## config.mk

```make
export PLATFORM = sky130hd
export DESIGN_NAME = serial_subtractor
export DESIGN_NICKNAME = d
export VERILOG_FILES = /design/src/rtl/serial_subtractor.sv
export SDC_FILE = /design/constraint.sdc
export NUM_CORES = 1
export LEC_CHECK = 0
export CELL_PAD_IN_SITES_DETAIL_PLACEMENT = 0
export CELL_PAD_IN_SITES_GLOBAL_PLACEMENT = 1
export CORE_ASPECT_RATIO = 1.4
export CORE_MARGIN = 2
export CORE_UTILIZATION = 43
export CTS_BUF_LIST = sky130_fd_sc_hd__clkbuf_4
export CTS_CLUSTER_SIZE = 30
export DETAILED_ROUTE_END_ITERATION = 7
export GPL_TIMING_DRIVEN = 1
export PLACE_DENSITY = 0.94
export SYNTH_ARGS = -nofsm -noshare
export SYNTH_HDL_FRONTEND = slang
export SYNTH_SLANG_ARGS = --single-unit
```

## constraint.sdc

```tcl
create_clock -name clk -period 3.8 [get_ports clk]
set_clock_uncertainty 0.1 [all_clocks]
set_input_delay 0.38 -clock clk [delete_from_list [all_inputs] [get_ports clk]]
set_output_delay 0.38 -clock clk [all_outputs]
set_load 0.005 [all_outputs]
```

## src/rtl/serial_subtractor.sv

```systemverilog
// Bit-serial a - b - bin, LSB first, one bit per cycle; result presented with a one-cycle done pulse.
// Define SERIAL_SUBTRACTOR_OVF_EN to build the signed-overflow flag; otherwise ovf is tied low.
module serial_subtractor #(
  parameter int WIDTH = 8
) (
  input  logic             clk,
  input  logic             rst,
  input  logic             start,
  input  logic [WIDTH-1:0] a,
  input  logic [WIDTH-1:0] b,
  input  logic             bin,
  output logic             busy,
  output logic             done,
  output logic [WIDTH-1:0] diff,
  output logic             bout,
  output logic             ovf
);

  localparam int CW = $clog2(WIDTH + 1);

  typedef enum logic [1:0] {IDLE, RUN, DONE} state_t;

  state_t           state, state_nxt;
  logic [WIDTH-1:0] a_sr, b_sr, res_sr;
  logic [CW-1:0]    cnt;
  logic             br;
  logic             d, br_nxt, last;

  // full-subtractor cell on the operand LSBs
  assign d      = a_sr[0] ^ b_sr[0] ^ br;
  assign br_nxt = (~a_sr[0] & b_sr[0]) | (~(a_sr[0] ^ b_sr[0]) & br);
  assign last   = (cnt == CW'(WIDTH - 1));

  always_ff @(posedge clk) begin
    if (rst) state <= IDLE;
    else     state <= state_nxt;
  end

  always_comb begin
    state_nxt = state;
    case (state)
      IDLE:    if (start) state_nxt = RUN;
      RUN:     if (last)  state_nxt = DONE;
      DONE:    state_nxt = IDLE;
      default: state_nxt = IDLE;
    endcase
  end

  always_comb begin
    busy = 1'b0;
    done = 1'b0;
    case (state)
      RUN:     busy = 1'b1;
      DONE:    done = 1'b1;
      default: ;
    endcase
  end

  // outputs load on the RUN->DONE edge so they are valid while done is high
  always_ff @(posedge clk) begin
    if (rst) begin
      a_sr   <= '0;
      b_sr   <= '0;
      res_sr <= '0;
      cnt    <= '0;
      br     <= 1'b0;
      diff   <= '0;
      bout   <= 1'b0;
    end else begin
      case (state)
        IDLE: if (start) begin
          a_sr <= a;
          b_sr <= b;
          br   <= bin;
          cnt  <= '0;
        end
        RUN: begin
          a_sr   <= a_sr >> 1;
          b_sr   <= b_sr >> 1;
          res_sr <= {d, res_sr[WIDTH-1:1]};
          br     <= br_nxt;
          cnt    <= cnt + 1'b1;
          if (last) begin
            diff <= {d, res_sr[WIDTH-1:1]};
            bout <= br_nxt;
          end
        end
        default: ;
      endcase
    end
  end

`ifdef SERIAL_SUBTRACTOR_OVF_EN
  // in the MSB cycle br is the borrow into the sign cell, br_nxt the borrow out of it
  always_ff @(posedge clk) begin
    if (rst)                        ovf <= 1'b0;
    else if (state == RUN && last)  ovf <= br ^ br_nxt;
  end
`else
  assign ovf = 1'b0;
`endif

endmodule
```

==> impl_metrics.tcl <==
set metrics [dict create \
    fin_setup_tns_ns 0 \
    path_cells "buf_4 -> nand2b_1 -> inv_2 -> clkdlybuf4s50_1" \
    io_pins 32 \
    outcome "completed" \
    clk_path_buf_depth 2 \
    synth.distinct_cells 34 \
    drt_iter0_drc 83 \
    clock-sinks 39 \
    h-tree-depth 2 \
    synth_compound_area_share_pct 30.6 \
    core_mm2 0.00413 \
    grt_pass1_wl_um 6530 \
    detail_route.wl_per_cell_um 14.1 \
    die_y_um 81.0 \
    pre_cts_ws_ns 1.40 \
    multi_input_area_um2 876 \
    rows 28 \
    slowest_stage "clkdlybuf4s50_1" \
    cp.required_ns 3.32 \
    async_flop_share_pct 0 \
    fmax_mhz 415 \
    path_class "flip-flop to output port" \
    grt_max_degree 41 \
    gp_congestion 0.736 \
    rsz0062_at_grt "false" \
    post_cts_resized 0 \
    ys.flop_type "dfxtp_1" \
    seq_area_frac_synth_pct 42.8 \
    areaGrowthSynthToFinish_pct 19.8 \
    grtUsageTotal_pct 17.6 \
    cts_hold_buf 0 \
    drc 0 \
    hp-class "flip-flop to flip-flop" \
    viasPerCell 5.54 \
    cp_max_fo 33 \
    hold_viol 0 \
    clock_latency_ns 0.35 \
    numPortBuffers 30 \
    syn_area_per_cell_um2 8.14 \
    regArea_um2 781 \
    peakVddDrop_mv 0.213 \
    grt-ovfl-total 0 \
    antenna_found_initial 0 \
    cts_setup_buffers 0 \
    n_antenna_cell 0 \
    synth.mux.area_fraction_pct 0 \
    die_area_mm2 0.00478 \
    syn_area_mm2 0.00182 \
    cp_num_buf_inv 3 \
    hpwl_um 2530 \
    maxCapViolations 0 \
    start_kind "flip-flop" \
    die_w_um 59.0 \
    num_vias 1608 \
    drv_slew 0 \
    p_leak_nw 0.815 \
    clk_pin_slew_ns 0.12 \
    final_cell_mix "44 x a21oi_1, 39 x dfxtp_1, 30 x clkdlybuf4s50_1, 24 x nor2_1, 19 x nand2_1" \
    critPathArrivalTime_ns 1.93 \
    cts_tree "yes" \
    synthXorXnorAreaFrac_pct 0 \
    start_util_pct 44.1 \
    ys_seq_elements 39 \
    worstMarginPinSlew_ns 1.01 \
    antenna_left 0 \
    critical_path.top_delay_family "buffers and inverters" \
    synth-simple-area-share_pct 15.4 \
    setup_slack_ns 1.39 \
    p_per_area_mw_per_mm2 383 \
    layout_min_cycle_time_ns 2.41 \
    cts_buffers 5 \
    cpPeakStageDelay_ns 0.57 \
    synthAdderAreaFrac_pct 1.78 \
    grt_pass1_vias 1425 \
    routed_wl_um 4080 \
    layout_commonest_cell "a21oi_1" \
    reg2reg_slack_ns 2.07 \
    drt-pass1-iter-count 4 \
    ys_warn_count 0 \
    relSlewSlack_pct 32.2 \
    final_nets 266 \
    synth_fp_nets 246 \
    crit_path_end_kind "output port" \
    fill_cells 404 \
    synth_top_family_by_area "compound AO/OA/AOI/OAI gates" \
    drive_gt1_share_pct 11.8 \
    syn_inst 224 \
    setup_viol 0 \
    cts-root-buf "clkbuf_4" \
    synth_edf_count 0 \
    period_share_pct 63.5 \
]
==> sequential cells by signal (all words and copies together), names as in the netlist <==
name    flops
a_sr        8
b_sr        8
diff        8
res_sr      7
cnt         4
state       2
bout        1
br          1
==> report_power, final <==
part | internal (mW) | total [mW] | switching, mW | leakage [nW]
sequential | 0.428 | 0.443 | 0.0146 | 0.319
combinational | 0.0559 | 0.114 | 0.0579 | 0.451
clock | 0.138 | 0.280 | 0.142 | 0.0452
==> layer usage <==
layer | global-route usage [%] | up-vias | part of all wire, %
li1 | - | 824 | -
met1 | 21.4 | 739 | 46
met2 | 30.1 | 40 | 48
met3 | 4.94 | 5 | 5.3
met4 | 4.77 | 0 | 0.81
met5 | 0 | - | 0
==> synthesized netlist by cell type, drive strengths merged, types with 2 or more instances <==
cell type | n | area (um2)
nor2b | 4 | 25.0
a211oi | 2 | 15.0
nand2 | 19 | 71.3
buf | 15 | 83.8
nor2 | 24 | 90.1
clkbuf | 6 | 22.5
o22ai | 2 | 12.5
o22a | 3 | 26.3
nand2b | 2 | 12.5
o221a | 14 | 158
nand3 | 10 | 50.1
dfxtp | 39 | 781
inv | 16 | 60.1
a21oi | 44 | 220
o31ai | 8 | 60.1
==> cell type report <==
| class | count | area share, % |
|---|---|---|
| Clock buffer | 5 | 1.72 |
| Clock inverter | 3 | 2.00 |
| Inverter | 16 | 2.75 |
| Multi-Input combinational cell | 148 | 40.1 |
| Sequential cell | 39 | 35.7 |
| Tap cell | 45 | 2.58 |
| Timing Repair Buffer | 34 | 15.1 |
==> worst register-to-register path, stage by stage (launching register included) <==
cell	delay, ns
dfxtp_1	0.33
buf_4	0.30
nand2b_1	0.19
buf_4	0.36
nand2_1	0.12
a221oi_1	0.24
==> through the flow <==
step / total power, mW / hold WS [ns] / cells / cell area [um2] / utilization, %
6_report: 0.837 / 0.367 / 290 / 2180 / 52.8
3_3_place_gp: 0.563 / 0.347 / 282 / 2100 / 50.9
5_1_grt: 0.879 / 0.365 / 290 / 2180 / 52.8
3_5_place_dp: 0.564 / 0.355 / 282 / 2100 / 50.9
4_1_cts: 0.846 / 0.369 / 290 / 2180 / 52.8
2_1_floorplan: 0.527 / 0.337 / 224 / 1820 / -
==> path summary, 6_finish.rpt <==
kind / start / to / cells after the start
worst max-delay path: state[1] / busy / 4
worst min-delay path: res_sr[1] / diff[0] / 2
worst max register to register: state[1] / br / 5
worst min register to register: res_sr[1] / diff[0] / 2
==> kinds of logic after synthesis <==
kind of cell	count (synthesis)
AOI/OAI and AO/OA	81
and+or+nand+nor	64
DFF	39
buffers and inverters	37
adders and majority gates	2
other	1
No activity file was read; power rests on OpenSTA's default activity.
